`config.mk`:
```
export PLATFORM = sky130hd
export DESIGN_NAME = crossbar_slave_port
export DESIGN_NICKNAME = d
export VERILOG_FILES = /design/src/rtl/crossbar_slave_port.sv
export SDC_FILE = /design/constraint.sdc
export NUM_CORES = 1
export LEC_CHECK = 0
export ABC_AREA = 1
export CAP_MARGIN = 20
export CORE_ASPECT_RATIO = 1.4
export CORE_MARGIN = 1
export CORE_UTILIZATION = 60
export CTS_CLUSTER_DIAMETER = 50
export CTS_CLUSTER_SIZE = 24
export DETAILED_ROUTE_END_ITERATION = 10
export GPL_ROUTABILITY_DRIVEN = 1
export PLACE_DENSITY_LB_ADDON = 0.25
export SYNTH_ARGS = -nofsm -noshare
export SYNTH_HDL_FRONTEND = slang
export SYNTH_SLANG_ARGS = --single-unit
```
`constraint.sdc`:
```
create_clock -name clk -period 3.3 [get_ports clk]
set_input_delay 0.66 -clock clk [delete_from_list [all_inputs] [get_ports clk]]
set_output_delay 0.66 -clock clk [all_outputs]
set_load 0.005 [all_outputs]
```
`src/rtl/crossbar_slave_port.sv`:
```
// Crossbar slave-side source: decodes the header destination, buffers beats in a
// small FIFO and offers the head beat to the addressed master's arbiter.
module crossbar_slave_port #(
  parameter int DATA_WIDTH = 32,
  parameter int N_MASTERS  = 2,
  parameter int DEST_W     = 2,
  parameter int DEPTH      = 4
) (
  input  logic                  clk,
  input  logic                  rst_n,
  input  logic [DATA_WIDTH-1:0] in_data,
  input  logic                  in_valid,
  input  logic                  in_last,
  output logic                  in_ready,
  output logic [DATA_WIDTH-1:0] s_data_o,
  output logic [DEST_W-1:0]     s_dest_o,
  output logic                  s_valid_o,
  output logic                  s_last_o,
  input  logic [N_MASTERS-1:0]  s_ready_i,
  output logic                  drop_o,
  output logic [7:0]            drop_cnt_o
);

  localparam int AW = $clog2(DEPTH);
  localparam int EW = DATA_WIDTH + 1 + DEST_W;
  localparam logic [AW:0]       DEPTH_C = DEPTH[AW:0];
  localparam logic [DEST_W:0]   NM_C    = N_MASTERS[DEST_W:0];
  localparam logic [AW-1:0]     PTR_ONE = AW'(1'b1);
  localparam logic [AW:0]       CNT_ONE = (AW + 1)'(1'b1);

  typedef enum logic [1:0] {
    ST_HEAD = 2'd0,
    ST_FWD  = 2'd1,
    ST_DROP = 2'd2
  } state_t;

  state_t            state_r;
  logic [DEST_W-1:0] dest_r;
  logic [EW-1:0]     mem_r [DEPTH];
  logic [AW-1:0]     wr_ptr_r;
  logic [AW-1:0]     rd_ptr_r;
  logic [AW:0]       count_r;

  logic [DEST_W-1:0] hdr_dest_s;
  logic              hdr_ok_s;
  logic              full_s;
  logic              xfer_in_s;
  logic              push_s;
  logic              pop_s;
  logic              drop_evt_s;
  logic              ready_sel_s;
  logic [DEST_W-1:0] wr_dest_s;

  assign hdr_dest_s = in_data[DATA_WIDTH-1 -: DEST_W];
  assign hdr_ok_s   = ({1'b0, hdr_dest_s} < NM_C);
  assign full_s     = (count_r == DEPTH_C);
  // No bypass: a full FIFO blocks upstream even when the head is leaving this cycle.
  assign in_ready   = (state_r == ST_DROP) | ~full_s;
  assign xfer_in_s  = in_valid & in_ready;

  // Head beat straight from storage; never a combinational function of s_ready_i.
  assign {s_data_o, s_last_o, s_dest_o} = mem_r[rd_ptr_r];
  assign s_valid_o = (count_r != {(AW + 1){1'b0}});

  // Select the ready bit of the arbiter the head beat is addressed to.
  always_comb begin
    ready_sel_s = 1'b0;
    for (int i = 0; i < N_MASTERS; i++) begin
      ready_sel_s = ready_sel_s | (s_ready_i[i] & (s_dest_o == DEST_W'(i)));
    end
  end

  assign pop_s = s_valid_o & ready_sel_s;

  // Decide whether the incoming beat is stored, discarded or closes a dropped packet.
  always_comb begin
    push_s     = 1'b0;
    drop_evt_s = 1'b0;
    wr_dest_s  = dest_r;
    case (state_r)
      ST_HEAD: begin
        if (hdr_ok_s) begin
          push_s    = xfer_in_s;
          wr_dest_s = hdr_dest_s;
        end else begin
          drop_evt_s = xfer_in_s & in_last;
        end
      end
      ST_FWD: begin
        push_s = xfer_in_s;
      end
      ST_DROP: begin
        drop_evt_s = xfer_in_s & in_last;
      end
      default: begin
        push_s     = 1'b0;
        drop_evt_s = 1'b0;
      end
    endcase
  end

  // Input packet FSM with latched destination and drop reporting.
  always_ff @(posedge clk or negedge rst_n) begin
    if (!rst_n) begin
      state_r    <= ST_HEAD;
      dest_r     <= {DEST_W{1'b0}};
      drop_o     <= 1'b0;
      drop_cnt_o <= 8'd0;
    end else begin
      drop_o <= drop_evt_s;
      if (drop_evt_s && (drop_cnt_o != 8'hFF)) begin
        drop_cnt_o <= drop_cnt_o + 8'd1;
      end
      case (state_r)
        ST_HEAD: begin
          if (xfer_in_s) begin
            if (hdr_ok_s) begin
              dest_r <= hdr_dest_s;
              if (!in_last) state_r <= ST_FWD;
            end else if (!in_last) begin
              state_r <= ST_DROP;
            end
          end
        end
        ST_FWD: begin
          if (xfer_in_s && in_last) state_r <= ST_HEAD;
        end
        ST_DROP: begin
          if (xfer_in_s && in_last) state_r <= ST_HEAD;
        end
        default: begin
          state_r <= ST_HEAD;
        end
      endcase
    end
  end

  // FIFO storage and pointers; pointers wrap naturally at DEPTH.
  always_ff @(posedge clk or negedge rst_n) begin
    if (!rst_n) begin
      for (int i = 0; i < DEPTH; i++) begin
        mem_r[i] <= {EW{1'b0}};
      end
      wr_ptr_r <= {AW{1'b0}};
      rd_ptr_r <= {AW{1'b0}};
      count_r  <= {(AW + 1){1'b0}};
    end else begin
      if (push_s) begin
        mem_r[wr_ptr_r] <= {in_data, in_last, wr_dest_s};
        wr_ptr_r        <= wr_ptr_r + PTR_ONE;
      end
      if (pop_s) begin
        rd_ptr_r <= rd_ptr_r + PTR_ONE;
      end
      case ({push_s, pop_s})
        2'b10:   count_r <= count_r + CNT_ONE;
        2'b01:   count_r <= count_r - CNT_ONE;
        default: count_r <= count_r;
      endcase
    end
  end

endmodule

```
# After elaboration in Yosys (flattened, before gate mapping)
# Index checks and enable logic that the tools add are counted.
# W data, S select, Z words.
# totals
ff_bits	160
elab_cells	69
inputBits	38
# op_classes
reduce_logical	10
order_cmp	4
add_sub_neg	5
n_eq_ne	10
muxes	19
bitwise_logic	10
# op_table
cell	count
$bwmux W140	1
$mux W35	3
$bmux W35 S2	1
$demux W35 S2	1
$mux W2	7
$add A8 B1 Y8 const B	1
$ne A8 B8 Y1 const B	1
$eq A2 B1 Y1 const B	3
$ge A3 B3 Y1 const B	2
$not A2 Y3	2
$pmux W3 S2	1
$and A1 B1 Y1	5
$add A2 B1 Y2 const B	2
$eq A2 B2 Y1 const B	2
$logic_not A2 Y1	2
$ne A2 B2 Y1 const B	2
$pmux W1 S2	2
$pmux W2 S2	1
$add A3 B1 Y3 const B	1
$eq A3 B3 Y1 const B	1
$logic_and A1 B1 Y1	3
$lt A3 B1 Y1 const B	1
$reduce_and A3 Y1	1
$reduce_bool A3 Y1	1
other kinds (9)	11

# Logic depth before layout (Yosys ltp)
# Gate-level depths: netlist (run 1).
# logic_depth
depth_word	10
depth_mapped	14

# Worst setup path after synthesis (run 1)
# Ideal clock, no wire load.
# synth_timing
kind	register to register
startpoint	register rd_ptr_r[0]
endpoint	register count_r[2]
setup_slack_ns	1.132
setup_ns	0.131
period_less_slack_ns	2.168
arrival_ns	2.037
path_stages_with_launch	14
path_buffers	1
path_cell_list	dfrtp_1 -> buf_2 -> clkinv_1 -> nand2_1 -> nand3_1 -> nand2_1 -> nand4_1 -> inv_1 -> ha_1 -> inv_1 -> fa_1 -> a21oi_1 -> o21ai_0 -> xor2_1
# synth_via
elab_chain_cells	10
# synth_rtl
item	line	text
start: declaration	41	logic [AW-1:0] rd_ptr_r;
start signal: assignment	145	rd_ptr_r <= {AW{1'b0}};
start signal: assignment	153	rd_ptr_r <= rd_ptr_r + PTR_ONE;
$not A2 Y3 (not written as such) (*)	62	assign {s_data_o, s_last_o, s_dest_o} = mem_r[rd_ptr_r];
$bmux W35 S2 (*)	62	
$mux W35 (not written as such) (*) (2 in series)	62	
$eq A2 B1 Y1 / $logic_not A2 Y1 (equally long branches)	69	ready_sel_s = ready_sel_s | (s_ready_i[i] & (s_dest_o == DEST_W'(i)));
$and A1 B1 Y1	69	
$or A1 B1 Y1 (*)	69	
$and A1 B1 Y1 (*)	73	assign pop_s = s_valid_o & ready_sel_s;
net pop_s	49	logic pop_s;
$eq A2 B1 Y1 / $eq A2 B2 Y1 (equally long branches)	155	case ({push_s, pop_s})
$pmux W3 S2 / $reduce_bool A2 Y1 (equally long branches)	n/a	
end signal: assignment	156	2'b10: count_r <= count_r + CNT_ONE;
end signal: assignment	157	2'b01: count_r <= count_r - CNT_ONE;
end signal: assignment	158	default: count_r <= count_r;
end: declaration	42	logic [AW:0] count_r;
# The timed path passes the listed nets; every way through them passes the cells marked *. The select of a mux whose other input is x is not followed.
# A chain may end at the register's enable or synchronous reset.

# Final worst setup path (run 1)
# layout_timing
startpoint	register rd_ptr_r[0]
endpoint	output port s_data_o[3]
# layout_via
elab_chain_cells	4
# layout_rtl
item	line	text
$not A2 Y3 (not written as such)	62	
$bmux W35 S2	62	
$mux W35 (not written as such) (2 in series)	62	
end: declaration	15	output logic [DATA_WIDTH-1:0] s_data_o,
# No other way between the ends. The select of a mux whose other input is x is not followed.

==> results of run 1 <==
[metrics by stage]
stage	setup WS [ns]	util	power (mW)	hold WS [ns]	cells
after global routing	0.194	0.758	9.61	0.314	1056
after CTS	0.337	0.758	8.99	0.304	1056
after detailed placement	0.523	0.704	6.90	0.468	1025
final	0.298	0.758	8.98	0.271	1056
after floorplan	1.13	-	5.28	0.364	834
after global placement	0.613	0.704	6.68	0.460	1025
[Yosys cell counts, drive strengths merged (2+ instances only)]
library cell  count
clkbuf           28
ha                9
nand3            13
inv              58
o22ai            33
buf              22
xor2              9
nand4             2
nor2             75
a21oi             2
dfrtp           160
o21ai           223
nand2           196
[path summary, 6_finish.rpt]
| check | startpoint | to | slack, ns | depth (start not counted) |
|---|---|---|---|---|
| min in group clk | mem_r[67] | mem_r[67] | 0.48 | 2 |
| setup / recovery | rd_ptr_r[0] | s_data_o[3] | 0.30 | 5 |
| max in group asynchronous | rst_n | mem_r[94] | 2.17 | 2 |
| hold reg to reg | mem_r[67] | mem_r[67] | 0.48 | 2 |
| hold / removal | rst_n | mem_r[116] | 0.27 | 1 |
| setup reg to reg | rd_ptr_r[0] | count_r[2] | 0.71 | 13 |
[state kept, by name, summed over array words and instances (netlist names)]
| signal | count |
|---|---|
| wr_ptr_r | 2 |
| drop_cnt_o | 8 |
| dest_r | 2 |
| state_r | 2 |
| count_r | 3 |
| rd_ptr_r | 2 |
| drop_o | 1 |
| mem_r | 140 |
[cells by family (layout without fill, tap and decap cells)]
group | Yosys count | in the layout | synth area share
buffers and inverters | 109 | 187 | 0.0611
DFF | 160 | 160 | 0.562
xor gates and xnor gates | 10 | 10 | 0.0123
AOI/OAI and AO/OA | 258 | 258 | 0.189
adders and majority gates | 10 | 10 | 0.0186
and+or+nand+nor | 287 | 287 | 0.157
[cells in the final DEF (no fill, tap or decap), drive strengths merged, types with 13 or more instances in the layout]
cell type      synthesis  final
buf                   22     15
o22ai                 33     33
nor2                  75     75
dfrtp                160    160
clkbuf                28     20
clkdlybuf4s50          0     82
o21ai                223    223
nand2                196    196
nand3                 13     13
inv                   58     59
[critical path, stage by stage (launching register included)]
cell	delay (ns)
dfrtp_2	0.43
inv_2	0.36
buf_4	0.27
o21ai_0	0.09
o22ai_1	0.21
clkdlybuf4s50_1	0.56
[per-layer routing]
metal,global-route usage,vias to the layer above
met5,0,-
met3,0.0550,31
li1,-,2869
met1,0.376,3024
met4,0.113,0
met2,0.517,221
[report_power, final]
| group | total (mW) | switching, mW | leakage [nW] | internal (mW) |
|---|---|---|---|---|
| logic | 3.63 | 1.97 | 1.82 | 1.66 |
| clock network | 2.03 | 0.738 | 0.298 | 1.30 |
| registers | 3.31 | 0.492 | 2.03 | 2.82 |
| total | 8.98 | 3.20 | 4.15 | 5.78 |
[cell type report]
| cell class | instances | area, um^2 |
|---|---|---|
| Sequential cell | 160 | 4010 |
| Tap cell | 144 | 180 |
| Multi-Input combinational cell | 565 | 2680 |
| Clock inverter | 11 | 163 |
| Clock buffer | 20 | 457 |
| Fill cell | 780 | 2770 |
| Timing Repair Buffer | 97 | 975 |
| Inverter | 59 | 221 |
==> run_results.csv, run 1 <==
group,metric,value,unit
power_and_ir_drop,power.leakage,4.15,nW
drt,wl_per_cell,16.3,um
outcome,status,"complete, no violations",
logic_synthesis,synth_ff_type,"dfrtp_1",
setup_path,crit_type,"reg -> out",
global_routing,grt_usage,0.300,
sta,min_period,3.00,ns
logic_synthesis,ys_ff_latch,160,
logic_synthesis,yosysSeqAreaShare,0.562,
drt,vias,6145,
cts,cts_hold_buf,0,
power_and_ir_drop,peakVddDrop,570,uV
cts,cts_made_buffers,17,
logic_synthesis,syn_avg_cell_area,8.54,um^2
drt,route.met2.wl,9010,um
logic_synthesis,synth_nets,882,
final_layout,final_net_count,948,
final_layout,num_antenna_cells,0,
logic_synthesis,synth_edf_count,0,
global_routing,grt_max_degree,79,
global_routing,grt_first_pass_wirelength,28400,um
cts,h-tree-depth,4,
power_and_ir_drop,power.density,1030,nW/um^2
drt,maxUsedRoutingLayer,"met4",
place,placed_cell_area,8060,um^2
setup_path,startpoint_type,"flip-flop",
sta,setup_viol,0,
floorplanning,core.rowCount,46,
cts,clk_latency,0.41,ns
drt,routed-wl-met3,929,um
logic_synthesis,yosys.area.top_type,"dfrtp_1",
setup_path,path_max_fanout,24,
logic_synthesis,synth_cells,834,
global_routing,grt_overflow,0,
floorplanning,start_util,0.622,
logic_synthesis,async_reset_ff_frac,1.00,
floorplanning,fp.coreArea,11500,um^2
logic_synthesis,mappedNetlistArea,7120,um^2
floorplanning,die_area,12300,um^2
sta,rsz0062_at_grt,"no",
place,io_buffers,83,
cts,clockBufferDepth,2,
place,dp_hpwl,10400,um
cts,cts_tree,"yes",
logic_synthesis,synth.yosys.warnings,0,
drt,wl,17200,um
sta,slew_viol_final,0,
place,gp_congestion,0.785,
run,cap_violations,0,
cts,clkTransAtPathRegs,0.06,ns
sta,fin_crit_sh,0.910,
logic_synthesis,synth_top_cell_area_share,0.562,
drt,drt_pass1_iterations,5,
cts,numClockSinks,160,
floorplanning,fp.dieW,94.1,um
drt,wl_met1,6910,um
cts,post-cts-setup-buffers,0,
sta,relSlewSlack,0.510,
floorplanning,die_h,131,um
final_layout,final_area,8680,um^2
logic_synthesis,ys_top_cells_by_area,"dfrtp_1, o21ai_0, nand2_1",
setup_path,cp.arrival,2.34,ns
cts,cts_resized,0,
drt,ant_nets,0,
sta,tightestPinTransition,0.735,ns
setup_path,worstPathRequired,2.64,ns
sta,final.setup.tns,0,ns
global_routing,grt_pass1_vias,6054,
setup_path,cp-end-kind,"output pin",
sta,timing_hold_violations_final,0,
logic_synthesis,post_synth_num_cell_types,22,
final_layout,syn_to_final_growth,21.9,%
drt,drc,0,
drt,first_iter_violations,422,
drt,viasPerCell,5.82,
final_layout,drive_gt1_frac,0.0603,
sta,clock_skew,0.00557,ns
sta,fmax,333,MHz
global_routing,antenna_found_initial,0,
cts,root_buffer,"clkbuf_16",
worst_hold_path,worstHoldPathType,"in -> async",
floorplanning,io_pins,84,
Note: power is estimated with default switching activity, not from simulation.
==> run 2, diff against run 1 <==
SKIP_LAST_GASP = 1   (was not set)
==> results of run 2 <==
Final layout, timing and power as in run 1 (identical DEF).
==> run 3, diff against run 2 <==
CORE_MARGIN = not set   (was 1)
CORE_UTILIZATION = 56   (was 60)
clock period = 2.77 ns   (was 3.3 ns; I/O delays follow)
==> run 3 against run 2 <==
Die area rose by 7.0%; sequential cell count stayed put; non-clock buffer count grew 4; worst hold slack worse by 0.11 ns; sequential share of layout area shrank 0.11 points; register-to-register slack worse by 0.40 ns; power increased by 17%; cell count grew 0.95%; global-route usage shrank 2.9 points; core utilization is 5.5 points lower; critical endpoint is now s_data_o[22]; largest power group unchanged; highest routed layer unchanged.
==> run_results.csv, run 3 (synthesis results as in run 1) <==
group,metric,value,unit
final_layout,syn_to_final_growth,22.2,%
outcome,status,"complete, no violations",
place,gp_congestion,0.769,
sta,relSlewSlack,0.512,
floorplanning,start_util,0.576,
setup_path,cp-end-kind,"output pin",
floorplanning,fp.dieW,97.3,um
cts,cts_tree,"yes",
setup_path,reg2reg_from,"rd_ptr_r[0]",
global_routing,grt_first_pass_wirelength,28400,um
drt,wl_per_cell,16.1,um
cts,root_buffer,"clkbuf_16",
global_routing,grt_usage,0.271,
floorplanning,io_pins,84,
place,io_buffers,83,
final_layout,drive_gt1_frac,0.0655,
global_routing,grt_overflow,0,
final_layout,layout_common_cells,"o21ai_0, nand2_1, dfrtp_1",
final_layout,reg.largest.list,"mem_r (140), drop_cnt_o (8), count_r (3)",
power_and_ir_drop,power.density,1210,nW/um^2
drt,wl,17200,um
cts,cts_hold_buf,0,
global_routing,grt_max_degree,80,
worst_hold_path,worstHoldPathType,"in -> async",
sta,slew_viol_final,0,
drt,drt_pass1_iterations,7,
sta,fmax,366,MHz
final_layout,largest_register,"mem_r",
cts,clockBufferDepth,2,
final_layout,finalNonFillerCells,1066,
cts,clkTransAtPathRegs,0.06,ns
setup_path,startpoint_type,"flip-flop",
power_and_ir_drop,power.leakage,4.15,nW
sta,fin_crit_sh,0.988,
setup_path,worstPathRequired,2.22,ns
final_layout,num_antenna_cells,0,
cts,h-tree-depth,4,
place,dp_hpwl,10200,um
power_and_ir_drop,peakVddDrop,537,uV
sta,min_period,2.74,ns
sta,setup_viol,0,
cts,cts_made_buffers,17,
global_routing,antenna_found_initial,0,
final_layout,largest_register_ffs,140,
setup_path,cp.arrival,2.18,ns
drt,viasPerCell,5.70,
setup_path,crit_type,"reg -> out",
place,dp.cells,1033,
floorplanning,core.rowCount,48,
drt,drc,0,
floorplanning,die_area,13200,um^2
sta,tightestPinTransition,0.731,ns
run,cap_violations,0,
global_routing,grt_pass1_vias,5969,
sta,timing.hold.ws,0.161,ns
setup_path,cp-startpoint,"rd_ptr_r[1]",
setup_path,path_max_fanout,10,
floorplanning,die_h,135,um
cts,clk_latency,0.42,ns
final_layout,layout_commonest_cell,"o21ai_0",
drt,vias,6080,
cts,numClockSinks,160,
sta,timing_hold_violations_final,0,
final_layout,final_net_count,952,
sta,clock_skew,0.00850,ns
sta,rsz0062_at_grt,"yes",
drt,ant_nets,0,
drt,first_iter_violations,468,
floorplanning,fp.coreArea,12400,um^2
## run 3: changes by cell type in the layout (fill, tap and decap cells not counted), sizes merged
cell / delta
clkbuf: +2
clkinv: +3
buf: +2
bufinv: -3
inv: -1
clkinvlp: +1
## run 3: power breakdown
part / leakage, nW / switching (mW) / internal, mW
clock: 0.267 / 0.896 / 1.27
sequential: 2.03 / 0.580 / 3.36
combinational: 1.86 / 2.38 / 2.05
## run 3: final timing paths
kind,to,slack [ns],cells after the start
max,s_data_o[22],0.03,5
min,mem_r[44],0.16,1
max reg2reg,count_r[2],0.31,13
min reg2reg,dest_r[1],0.47,2
max in group asynchronous,mem_r[70],1.86,2
min in group clk,dest_r[1],0.47,2
## run 3: critical path, cell delays in order, from the launching register on
cell and delay, ns:
dfrtp_1 0.43, clkinvlp_4 0.20, buf_4 0.22, o21ai_0 0.11, o22ai_1 0.23, clkdlybuf4s50_1 0.56
## run 3: final cells by class
class	instances	area (um^2)
inverters	59	228
repair buffers	101	1050
well taps	150	188
clock inverters	11	91.3
clock buffers	20	457
flip-flops and latches	160	4010
fillers	949	3670
multi-input cells	565	2680
## run 3: per-stage QoR
| stage | total power, mW | setup slack (ns) | TNS (ns) | utilization | cell area (um^2) |
|---|---|---|---|---|---|
| after floorplan | 6.29 | 0.602 | 0 | - | 7120 |
| after global placement | 8.00 | 0.180 | 0 | 0.655 | 8100 |
| after detailed placement | 8.24 | 0.0999 | 0 | 0.655 | 8100 |
| after CTS | 10.5 | 0.0265 | 0 | 0.700 | 8660 |
| after global routing | 11.3 | -0.0245 | -0.0452 | 0.703 | 8700 |
| final | 10.5 | 0.0344 | 0 | 0.703 | 8700 |
## run 3: timing repair
action	in CTS	in global routing
gates resized for setup	3	3
endpoints found under the setup margin	22	10
buffers inserted	0	1
cloned	0	1
## run 3: per-layer routing
layer	GRT usage	up-vias	wire length, um
met5	0	-	0
met4	0.0858	0	235
met2	0.480	207	9000
met3	0.0511	19	937
li1	-	2875	-
met1	0.335	2979	7040
